===== config.mk =====
export PLATFORM = sky130hd
export DESIGN_NAME = aes_key_sched
export DESIGN_NICKNAME = d
export VERILOG_FILES = /design/src/rtl/aes_pkg.sv /design/src/rtl/aes_sub_word.sv /design/src/rtl/aes_key_sched.sv
export SDC_FILE = /design/constraint.sdc
export NUM_CORES = 2
export LEC_CHECK = 0
export ABC_AREA = 1
export CAP_MARGIN = 20
export CORE_ASPECT_RATIO = 1.1
export CORE_MARGIN = 3
export CORE_UTILIZATION = 30
export CTS_BUF_LIST = sky130_fd_sc_hd__clkbuf_16
export CTS_CLUSTER_SIZE = 16
export DETAILED_ROUTE_END_ITERATION = 6
export GPL_TIMING_DRIVEN = 0
export PLACE_DENSITY_LB_ADDON = 0.1
export SYNTH_ARGS = -nofsm -noshare
export SYNTH_HDL_FRONTEND = slang
export SYNTH_SLANG_ARGS = --single-unit
export TNS_END_PERCENT = 20

===== constraint.sdc =====
create_clock -name clk -period 4.2 [get_ports clk]
set_input_delay 0.42 -clock clk [delete_from_list [all_inputs] [get_ports clk]]
set_output_delay 0.42 -clock clk [all_outputs]
set_load 0.005 [all_outputs]

===== src/rtl/aes_pkg.sv =====
// Shared AES definitions: key-length encoding, mode constants, GF(2^8) helpers
// and the forward S-box table used by both the key schedule and the cipher.
package aes_pkg;

  typedef enum logic [1:0] {
    KL_128 = 2'd0,
    KL_192 = 2'd1,
    KL_256 = 2'd2,
    KL_RSV = 2'd3
  } key_len_t;

  typedef enum logic [1:0] {
    ST_IDLE  = 2'd0,
    ST_GEN   = 2'd1,
    ST_DRAIN = 2'd2
  } ks_state_t;

  function automatic logic [3:0] nk(input key_len_t kl);
    case (kl)
      KL_192:  return 4'd6;
      KL_256:  return 4'd8;
      default: return 4'd4;
    endcase
  endfunction

  function automatic logic [3:0] nr(input key_len_t kl);
    case (kl)
      KL_192:  return 4'd12;
      KL_256:  return 4'd14;
      default: return 4'd10;
    endcase
  endfunction

  function automatic logic [7:0] xtime(input logic [7:0] b);
    return {b[6:0], 1'b0} ^ (b[7] ? 8'h1b : 8'h00);
  endfunction

  localparam logic [7:0] SBOX [256] = '{
    8'h63, 8'h7c, 8'h77, 8'h7b, 8'hf2, 8'h6b, 8'h6f, 8'hc5, 8'h30, 8'h01, 8'h67, 8'h2b, 8'hfe, 8'hd7, 8'hab, 8'h76,
    8'hca, 8'h82, 8'hc9, 8'h7d, 8'hfa, 8'h59, 8'h47, 8'hf0, 8'had, 8'hd4, 8'ha2, 8'haf, 8'h9c, 8'ha4, 8'h72, 8'hc0,
    8'hb7, 8'hfd, 8'h93, 8'h26, 8'h36, 8'h3f, 8'hf7, 8'hcc, 8'h34, 8'ha5, 8'he5, 8'hf1, 8'h71, 8'hd8, 8'h31, 8'h15,
    8'h04, 8'hc7, 8'h23, 8'hc3, 8'h18, 8'h96, 8'h05, 8'h9a, 8'h07, 8'h12, 8'h80, 8'he2, 8'heb, 8'h27, 8'hb2, 8'h75,
    8'h09, 8'h83, 8'h2c, 8'h1a, 8'h1b, 8'h6e, 8'h5a, 8'ha0, 8'h52, 8'h3b, 8'hd6, 8'hb3, 8'h29, 8'he3, 8'h2f, 8'h84,
    8'h53, 8'hd1, 8'h00, 8'hed, 8'h20, 8'hfc, 8'hb1, 8'h5b, 8'h6a, 8'hcb, 8'hbe, 8'h39, 8'h4a, 8'h4c, 8'h58, 8'hcf,
    8'hd0, 8'hef, 8'haa, 8'hfb, 8'h43, 8'h4d, 8'h33, 8'h85, 8'h45, 8'hf9, 8'h02, 8'h7f, 8'h50, 8'h3c, 8'h9f, 8'ha8,
    8'h51, 8'ha3, 8'h40, 8'h8f, 8'h92, 8'h9d, 8'h38, 8'hf5, 8'hbc, 8'hb6, 8'hda, 8'h21, 8'h10, 8'hff, 8'hf3, 8'hd2,
    8'hcd, 8'h0c, 8'h13, 8'hec, 8'h5f, 8'h97, 8'h44, 8'h17, 8'hc4, 8'ha7, 8'h7e, 8'h3d, 8'h64, 8'h5d, 8'h19, 8'h73,
    8'h60, 8'h81, 8'h4f, 8'hdc, 8'h22, 8'h2a, 8'h90, 8'h88, 8'h46, 8'hee, 8'hb8, 8'h14, 8'hde, 8'h5e, 8'h0b, 8'hdb,
    8'he0, 8'h32, 8'h3a, 8'h0a, 8'h49, 8'h06, 8'h24, 8'h5c, 8'hc2, 8'hd3, 8'hac, 8'h62, 8'h91, 8'h95, 8'he4, 8'h79,
    8'he7, 8'hc8, 8'h37, 8'h6d, 8'h8d, 8'hd5, 8'h4e, 8'ha9, 8'h6c, 8'h56, 8'hf4, 8'hea, 8'h65, 8'h7a, 8'hae, 8'h08,
    8'hba, 8'h78, 8'h25, 8'h2e, 8'h1c, 8'ha6, 8'hb4, 8'hc6, 8'he8, 8'hdd, 8'h74, 8'h1f, 8'h4b, 8'hbd, 8'h8b, 8'h8a,
    8'h70, 8'h3e, 8'hb5, 8'h66, 8'h48, 8'h03, 8'hf6, 8'h0e, 8'h61, 8'h35, 8'h57, 8'hb9, 8'h86, 8'hc1, 8'h1d, 8'h9e,
    8'he1, 8'hf8, 8'h98, 8'h11, 8'h69, 8'hd9, 8'h8e, 8'h94, 8'h9b, 8'h1e, 8'h87, 8'he9, 8'hce, 8'h55, 8'h28, 8'hdf,
    8'h8c, 8'ha1, 8'h89, 8'h0d, 8'hbf, 8'he6, 8'h42, 8'h68, 8'h41, 8'h99, 8'h2d, 8'h0f, 8'hb0, 8'h54, 8'hbb, 8'h16
  };

endpackage


===== src/rtl/aes_sub_word.sv =====
// SubWord: applies the AES S-box to each byte of a 32-bit word (combinational).
module aes_sub_word
  import aes_pkg::*;
(
  input  logic [31:0] din,
  output logic [31:0] dout
);

  for (genvar b = 0; b < 4; b++) begin : g_byte
    assign dout[8*b +: 8] = SBOX[din[8*b +: 8]];
  end

endmodule


===== src/rtl/aes_key_sched.sv =====
// Iterative AES-128/192/256 key expansion: one expanded word per cycle from a
// sliding window of the last Nk words, round keys emitted on a valid/ready port.
module aes_key_sched
  import aes_pkg::*;
#(
  parameter int MAX_KEY_BITS = 256
) (
  input  logic         clk,
  input  logic         rst_n,
  input  logic         start,
  input  logic [1:0]   key_len,
  input  logic [255:0] key_in,
  output logic         busy,
  output logic         rk_valid,
  input  logic         rk_ready,
  output logic [3:0]   rk_idx,
  output logic [127:0] rk_data,
  output logic         done,
  output logic         err
);

  ks_state_t   state, state_nx;
  key_len_t    kl;
  logic [31:0] win [8];
  logic [5:0]  i;
  logic [2:0]  j;
  logic [7:0]  rcon;
  logic [3:0]  nxt_r;

  key_len_t    kl_in;
  logic [3:0]  nk_in, nk_cur, nr_cur;
  logic        kl_ok;
  logic [7:0]  key_sh;
  logic [255:0] key_al;

  assign kl_in  = key_len_t'(key_len);
  assign nk_in  = nk(kl_in);
  assign nk_cur = nk(kl);
  assign nr_cur = nr(kl);
  assign kl_ok  = (kl_in != KL_RSV) && (int'(nk_in) * 32 <= MAX_KEY_BITS);
  // Right-justify the key so w(Nk-1) lands in the newest window slot.
  assign key_sh = {3'(4'd8 - nk_in), 5'd0};
  assign key_al = key_in >> key_sh;

  logic        stall, j_last, pending, complete;
  logic [2:0]  old_sel;
  logic [5:0]  rk_last, last_w;
  logic [31:0] prev, sub_in, sub_out, temp, new_w;

  assign stall    = rk_valid & ~rk_ready;
  assign j_last   = ({1'b0, j} == nk_cur - 4'd1);
  assign old_sel  = 3'(4'd8 - nk_cur);
  assign rk_last  = {nxt_r, 2'b11};
  assign last_w   = {nr_cur, 2'b11};
  // A round whose last word already exists is waiting only for the output slot.
  assign pending  = rk_last < i;
  assign complete = rk_last == i;

  assign prev   = win[7];
  assign sub_in = (j == 3'd0) ? {prev[23:0], prev[31:24]} : prev;

  aes_sub_word u_sub_word (
    .din  (sub_in),
    .dout (sub_out)
  );

  always_comb begin
    temp = prev;
    if (j == 3'd0)
      temp = sub_out ^ {rcon, 24'h0};
    else if (nk_cur == 4'd8 && j == 3'd4)
      temp = sub_out;
  end

  assign new_w = win[old_sel] ^ temp;

  logic accept, reject, gen_en, finish;

  always_ff @(posedge clk or negedge rst_n) begin
    if (!rst_n) state <= ST_IDLE;
    else        state <= state_nx;
  end

  always_comb begin
    state_nx = state;
    accept   = 1'b0;
    reject   = 1'b0;
    gen_en   = 1'b0;
    finish   = 1'b0;
    case (state)
      ST_IDLE: begin
        if (start) begin
          if (kl_ok) begin
            accept   = 1'b1;
            state_nx = ST_GEN;
          end else begin
            reject   = 1'b1;
          end
        end
      end
      ST_GEN: begin
        if (!stall) begin
          gen_en = 1'b1;
          if (i == last_w) state_nx = ST_DRAIN;
        end
      end
      ST_DRAIN: begin
        if (rk_ready) begin
          finish   = 1'b1;
          state_nx = ST_IDLE;
        end
      end
      default: state_nx = ST_IDLE;
    endcase
  end

  assign busy = (state != ST_IDLE);

  always_ff @(posedge clk or negedge rst_n) begin
    if (!rst_n) begin
      for (int k = 0; k < 8; k++) win[k] <= '0;
      kl       <= KL_128;
      i        <= '0;
      j        <= '0;
      rcon     <= '0;
      nxt_r    <= '0;
      rk_valid <= 1'b0;
      rk_idx   <= '0;
      rk_data  <= '0;
      done     <= 1'b0;
      err      <= 1'b0;
    end else begin
      done <= 1'b0;
      err  <= reject;
      if (accept) begin
        for (int k = 0; k < 8; k++) win[k] <= key_al[32*(7-k) +: 32];
        kl       <= kl_in;
        i        <= {2'b00, nk_in};
        j        <= '0;
        rcon     <= 8'h01;
        nxt_r    <= 4'd1;
        rk_valid <= 1'b1;
        rk_idx   <= '0;
        rk_data  <= key_in[255:128];
      end else if (gen_en) begin
        for (int k = 0; k < 7; k++) win[k] <= win[k+1];
        win[7] <= new_w;
        i      <= i + 6'd1;
        j      <= j_last ? 3'd0 : j + 3'd1;
        if (j == 3'd0) rcon <= xtime(rcon);
        if (pending) begin
          rk_data  <= {win[4], win[5], win[6], win[7]};
          rk_idx   <= nxt_r;
          rk_valid <= 1'b1;
          nxt_r    <= nxt_r + 4'd1;
        end else if (complete) begin
          rk_data  <= {win[5], win[6], win[7], new_w};
          rk_idx   <= nxt_r;
          rk_valid <= 1'b1;
          nxt_r    <= nxt_r + 4'd1;
        end else begin
          rk_valid <= 1'b0;
        end
      end else if (finish) begin
        rk_valid <= 1'b0;
        done     <= 1'b1;
      end
    end
  end

endmodule


After elaboration in Yosys (flattened, before gate mapping). Memories as Yosys holds them, arrays and structs flattened. Index checks and enable logic that the tools add are counted.

RAM bits: 0. Output and inout port bits: 136. Memory bits (read-only): 8192. Bits in latches: 0. Memories kept: 4. Flip-flop bits (word level): 416. Input port bits: 262.

Memory list: (name not given) (depth 256, width 8, rd ports 1, clocked after memory_dff 0, write ports 0, line aes_sub_word.sv:10) `assign dout[8*b +: 8] = SBOX[din[8*b +: 8]];`; (name not given) (depth 256, width 8, rd ports 1, clocked after memory_dff 0, write ports 0, line aes_sub_word.sv:10); (name not given) (depth 256, width 8, rd ports 1, clocked after memory_dff 0, write ports 0, line aes_sub_word.sv:10); (name not given) (depth 256, width 8, rd ports 1, clocked after memory_dff 0, write ports 0, line aes_sub_word.sv:10).

$lt $le $gt $ge: 7. Multipliers: 0. Div/mod/pow operators: 0. Add/subtract/negate cells: 6. Shift-type cells: 1. Bitwise logic cells: 10. Reductions and logical operators: 12. Mux-type cells: 64. Eq/ne operators: 17.

Operators with widths (number): 128-bit two-way mux (4); 256-bit two-way mux (2); 256-bit by 8-bit >> shifter with 256-bit output (1); 32-bit two-way mux (5); 32-bit binary-select mux with 3-bit select (1); 8-bit two-way mux (11); 32-bit bitwise XOR (2); 9-bit greater-or-equal comparator, second input constant (4); 8-bit NOT with 9-bit output (4); 4-bit two-way mux (8); 1-bit two-way mux (18); 4-bit case mux with 2 select lines (2); 6-bit == test (2); 6-bit two-way mux (2); 2-bit != test, second input constant (6); 2-bit two-way mux (5); 9-bit less-or-equal comparator, second input constant (1); 3-bit two-way mux (3); 8-bit by 5-bit bitwise XOR with 8-bit output (1); 6-bit by 1-bit adder with 6-bit output, second input constant (1); 2-bit by 1-bit == test with 1-bit output, second input constant (3); 2-bit == test, second input constant (3); 6-bit less-than comparator (1); 2-bit case mux with 3 select lines (1); other kinds (20) (26).

Logic depth before layout (Yosys ltp).
Depth in word-level cells: 13. Gate-level depth with buffers: 28. Depth with buffers taken out: 24.

Cells and area by module. A second synthesis with hierarchy kept.

Cells, all modules: 6781. Area, all modules: 38947.4 um^2.

By module, submodules not included: aes_key_sched (area an instance 27363.7 um^2, cells an instance 4260, instances 1); aes_sub_word (area an instance 11583.6 um^2, cells an instance 2521, instances 1).

Worst setup path after synthesis. OpenSTA, ideal clock, no wires.

Path kind: register -> register. Start point: register j[1]. End point: register win (netlist bit prev[26]). Path slack: 1.206 ns. Cell stages (with the launch flop): 26. Path buffers: 4. Period minus slack after synthesis: 2.994 ns. Data arrival time: 2.863 ns. Path through: dfrtp_1 > inv_1 > ha_1 > buf_4 > nand2_4 > buf_6 > buf_6 > nand2_2 > nand2_4 > ha_1 > inv_1 > nand3_1 > clkbuf_1 > nand3_1 > nand3_1 > nand3_1 > nand3_1 > nand3_1 > nand2_1 > nand2_1 > nand3_1 > nand3_1 > nand2_1 > nand2_1 > nand2_1 > o21ai_0.

Cells in the longest elaborated chain, start to end: 11. Elaborated cells between the ends (all ways): 14.

Ends and longest elaborated chain: start, declared (line aes_key_sched.sv:26) `logic [2:0] j;`; start signal, assigned (line aes_key_sched.sv:149) `j <= j_last ? 3'd0 : j + 3'd1;`; 3-bit logical NOT (line aes_key_sched.sv:60, aes_key_sched.sv:69); 32-bit two-way mux (line aes_key_sched.sv:60) `assign sub_in = (j == 3'd0) ? {prev[23:0], prev[31:24]} : prev;`; 8-bit NOT with 9-bit output (implied by the code) (line aes_sub_word.sv:10); memory read 256 x 8 bit; 8-bit two-way mux (implied by the code) (2 in a row) (line aes_sub_word.sv:10); 32-bit two-way mux / 32-bit bitwise XOR (equally long branches) (line aes_key_sched.sv:71, aes_key_sched.sv:70); 32-bit two-way mux (*) (line aes_key_sched.sv:69) `if (j == 3'd0)`; 32-bit bitwise XOR (*) (line aes_key_sched.sv:75) `assign new_w = win[old_sel] ^ temp;`; 256-bit two-way mux (*) (line aes_key_sched.sv:145) `end else if (gen_en) begin`; 256-bit two-way mux (*) (line aes_key_sched.sv:135) `if (accept) begin`; end, declared (line aes_key_sched.sv:24) `logic [31:0] win [8];`.

Every way passes the cells marked *; elsewhere a longest branch is shown, timed or not. The select of a mux whose other input is x is not followed. A chain may end at the register's enable or synchronous reset.

Final worst setup path.
Start point: input port key_len[1]. End point: register win[223] in the netlist's numbering.

Cells in the longest elaborated chain, start to end: 8. Elaborated cells between the ends (all ways): 13.

Ends and longest elaborated chain: start, declared (line aes_key_sched.sv:11) `input logic [1:0] key_len,`; branches (longest 8 deep; another with 1-bit by 3-bit subtractor with 3-bit output).

Several ways; the timed one is not identified.

==> metrics.txt <==
# TYPE chip_impl_metric gauge
chip_impl_metric{name="row_count",unit=""} 135
chip_impl_info{name="grt_setup_unrepaired",value="yes"} 1
chip_impl_info{name="run_status",value="finished with violations"} 1
chip_impl_metric{name="maximum_number_of_pins_on_one_net_before_global_route_repair",unit=""} 102
chip_impl_info{name="cts_root_buf",value="sky130_fd_sc_hd__clkbuf_16"} 1
chip_impl_metric{name="share_of_the_clock_period_used_by_the_worst_path",unit=""} 1.034
chip_impl_metric{name="die_w",unit="um"} 343.9
chip_impl_metric{name="share_of_synthesized_area_occupied_by_flip_flops_and_latches",unit=""} 0.2763
chip_impl_info{name="worstSetupPathType",value="input pin to flip-flop"} 1
chip_impl_metric{name="finalWorstPathRequiredPeriod",unit="ns"} 4.344
chip_impl_metric{name="vias_per_cell",unit=""} 6.250
chip_impl_metric{name="port-buffer-count",unit=""} 397
chip_impl_metric{name="place_ws",unit="ns"} -1.020
chip_impl_metric{name="cts_htree_levels",unit=""} 2
chip_impl_metric{name="avgRoutedWirePerCell",unit="um"} 34.95
chip_impl_metric{name="grt_remaining_overflow",unit=""} 0
chip_impl_metric{name="synth.cell_area",unit="um^2"} 37670
chip_impl_info{name="synth.top_cells.by_count",value="sky130_fd_sc_hd__nand2_1, sky130_fd_sc_hd__nand3_1, sky130_fd_sc_hd__o21ai_0, sky130_fd_sc_hd__nor2_1, sky130_fd_sc_hd__inv_1"} 1
chip_impl_metric{name="clock_skew",unit="ns"} 0.03866
chip_impl_metric{name="path_clk_slew",unit="ns"} 0.06
chip_impl_metric{name="slew_viol_final",unit=""} 0
chip_impl_metric{name="detailroute.via_count",unit=""} 52410
chip_impl_metric{name="floorplan.die.height",unit="um"} 377.7
chip_impl_info{name="endpoint_kind",value="flip-flop"} 1
chip_impl_info{name="synthMostInstantiatedCell",value="sky130_fd_sc_hd__nand2_1"} 1
chip_impl_metric{name="clock_insertion_delay_worst_skew",unit="ns"} 0.64
chip_impl_metric{name="core_area",unit="um^2"} 124000
chip_impl_metric{name="synth-async-reset-ratio",unit=""} 1.000
chip_impl_metric{name="hold_viol",unit=""} 0
chip_impl_info{name="min_path_type",value="input pin to asynchronous set/reset pin"} 1
chip_impl_metric{name="clk_sink_count",unit=""} 416
chip_impl_info{name="startpoint_type",value="input pin"} 1
chip_impl_metric{name="critical_path.max_fanout",unit=""} 10
chip_impl_metric{name="areaGrowthSynthToFinish",unit="%"} 23.76
chip_impl_metric{name="synth.top_cell.area_share",unit=""} 0.2763
chip_impl_metric{name="syn-instance-count",unit=""} 6210
chip_impl_metric{name="ys_ff_latch",unit=""} 416
chip_impl_metric{name="layout.core_utilization",unit=""} 0.3761
chip_impl_metric{name="netlist-cell-type-count",unit=""} 50
chip_impl_metric{name="die-area",unit="um^2"} 129900
chip_impl_metric{name="arrival",unit="ns"} 4.81
chip_impl_metric{name="finalSetupViolations",unit=""} 13
chip_impl_metric{name="final.setup.worst_slack",unit="ns"} -0.1440
chip_impl_metric{name="synth-edff-count",unit=""} 0
chip_impl_metric{name="design.final.nets",unit=""} 7007
chip_impl_metric{name="io-pin-count",unit=""} 398
chip_impl_metric{name="worst-slew-pin-transition",unit="ns"} 1.255
chip_impl_metric{name="syn_nets",unit=""} 6519
chip_impl_metric{name="grt_antenna_before_repair",unit=""} 12
chip_impl_metric{name="worst-endpoint-required",unit="ns"} 4.66
chip_impl_metric{name="detailed_routing_iteration_count_for_the_pre_antenna_repair_pass",unit=""} 7
chip_impl_metric{name="initial_utilization",unit=""} 0.3039
chip_impl_metric{name="ff_latch_area",unit="um^2"} 10410
chip_impl_metric{name="fmax",unit="MHz"} 230.2
chip_impl_metric{name="max-clock-path-buffers",unit=""} 3
chip_impl_metric{name="wirelength",unit="um"} 293100
chip_impl_metric{name="routabilityCongestion",unit=""} 1.131
chip_impl_metric{name="fill_cells",unit=""} 13900
chip_impl_metric{name="place_hpwl",unit="um"} 233700
chip_impl_metric{name="grt_pass1_vias",unit=""} 49760
chip_impl_info{name="violated_checks",value="design-rule violations, negative setup slack"} 1
chip_impl_metric{name="dr_drc_count",unit=""} 4
chip_impl_metric{name="final_layout_size_suffix_gt1_frac",unit=""} 0.06683
chip_impl_metric{name="synth.yosys.warnings",unit=""} 0
chip_impl_metric{name="grt_first_pass_wirelength",unit="um"} 398900
chip_impl_metric{name="global_route.usage.total",unit=""} 0.4341
chip_impl_metric{name="timing.max_cap.violations",unit=""} 0
chip_impl_metric{name="drtIter0Drc",unit=""} 8379
chip_impl_info{name="primary_ff_master_synth",value="sky130_fd_sc_hd__dfrtp_1"} 1
chip_impl_metric{name="multi_input_area",unit="um^2"} 24000
chip_impl_metric{name="syn-mean-instance-area",unit="um^2"} 6.067
chip_impl_metric{name="numCtsBuffers",unit=""} 47
chip_impl_info{name="cts_tree",value="done"} 1
chip_impl_metric{name="detail-route-antenna-nets",unit=""} 0
chip_impl_metric{name="timing.max_slew.rel_slack",unit=""} 0.1635
chip_impl_info{name="yosys-top-cells-area",value="sky130_fd_sc_hd__dfrtp_1, sky130_fd_sc_hd__nand2_1, sky130_fd_sc_hd__nand3_1"} 1
chip_impl_info{name="synth_area_leader_cell",value="sky130_fd_sc_hd__dfrtp_1"} 1
-- through the flow --
stage	area (um^2)	instances	TNS (ns)	hold WS [ns]
after floorplan	37670	6210	0	0.1244
after CTS	45930	8359	-0.01733	0.3266
after global routing	46610	8380	-0.5435	0.3660
after global placement	43700	8251	-8185.95	0.4604
final	46620	8386	-1.047	0.2994
after detailed placement	44000	8266	-110.68	0.3918
-- routing by layer --
metal | part of all wire | vias to the layer above | global-route usage
met1 | 0.36 | 24900 | 0.5170
met3 | 0.13 | 1178 | 0.1494
met5 | 0.00023 | - | 0.0007576
met2 | 0.42 | 4339 | 0.6544
li1 | - | 21990 | -
met4 | 0.088 | 8 | 0.2992
-- sequential cells by signal, summed over array words and instances, names as in the netlist --
name and cells:
kl 2, rk_valid 1, win 224, i 6, rcon 8, j 3, rk_data 128, rk_idx 4
err 1, prev 32, nxt_r 4, state 2, done 1
-- layout by cell type, fill, tap and decap left out, drive strengths merged, types with 2 or more instances in the layout --
cell           instances
nand2               1840
nand3                943
o21ai                697
nor2                 487
inv                  475
dfrtp                416
clkdlybuf4s50        396
clkbuf               387
a21oi                243
o211ai               184
buf                  173
o22ai                 73
o31ai                 60
a31oi                 53
ha                    47
o221ai                37
a32oi                 33
a211oi                32
a22oi                 24
o21a                  22
mux2i                 20
clkinv                20
o221a                 11
nand3b                11
bufinv                11
diode                  9
clkinvlp               7
nor3                   7
xnor2                  6
nand4                  3
and3                   2
o21bai                 2
a2111oi                2
clkdlybuf4s15          2
-- layout make-up --
cell class | count | area share
Tap cell | 1644 | 0.04412
Timing Repair Buffer | 440 | 0.09774
Antenna cell | 9 | 0.0004831
Inverter | 478 | 0.03862
Sequential cell | 416 | 0.2233
Buffer | 470 | 0.04417
Clock inverter | 35 | 0.01044
Multi-Input combinational cell | 4845 | 0.5148
Clock buffer | 49 | 0.02630
-- kinds of logic (layout without fill, tap and decap cells) --
group                      Yosys count  in the layout  synth area share
AOI/OAI and AO/OA                 1476           1476            0.2339
xor gates and xnor gates             7              7          0.001627
adders and majority gates           47             47           0.01561
buffers and inverters              949           1472            0.1015
DFF                                416            416            0.2763
muxes                               20             20          0.005314
other                                0              9                 0
and+or+nand+nor                   3295           3295            0.3657
-- worst max-delay path, cell delays in order --
cell and delay (ns):
sky130_fd_sc_hd__clkdlybuf4s50_1 0.58, sky130_fd_sc_hd__ha_1 0.30, sky130_fd_sc_hd__nor3_2 0.66, sky130_fd_sc_hd__buf_6 0.30
sky130_fd_sc_hd__nor2_1 0.17, sky130_fd_sc_hd__buf_2 0.33, sky130_fd_sc_hd__inv_1 0.14, sky130_fd_sc_hd__clkbuf_1 0.81
sky130_fd_sc_hd__clkbuf_1 0.85, sky130_fd_sc_hd__o21ai_0 0.21
-- final timing paths --
kind / startpoint / endpoint / slack, ns / cells past startpoint
min reg2reg: rk_data[11]$_DFFE_PN0P_ / rk_data[11]$_DFFE_PN0P_ / 0.48 / 2
min in group clk: start / err$_DFF_PN0_ / 0.35 / 3
max in group asynchronous: rst_n / rk_data[43]$_DFFE_PN0P_ / 2.40 / 4
min: rst_n / win[250]$_DFFE_PN0P_ / 0.30 / 2
max: key_len[1] / win[223]$_DFFE_PN0P_ / -0.14 / 10
max reg2reg: state[1]$_DFFE_PN0P_ / win[223]$_DFFE_PN0P_ / -0.04 / 10
-- repair_timing --
item                                    4_1_cts  5_1_grt
resized for setup                            34      137
hold endpoints to repair                     59        0
hold buffers                                  1        0
buffers inserted                              9       11
endpoints found under the setup margin       65       69
gates cloned                                  0        0
pin swaps                                     3        6
Power is left out: the tool's default activity adds up to more than one toggle a clock period on the data nets, which glitch-free logic cannot reach.
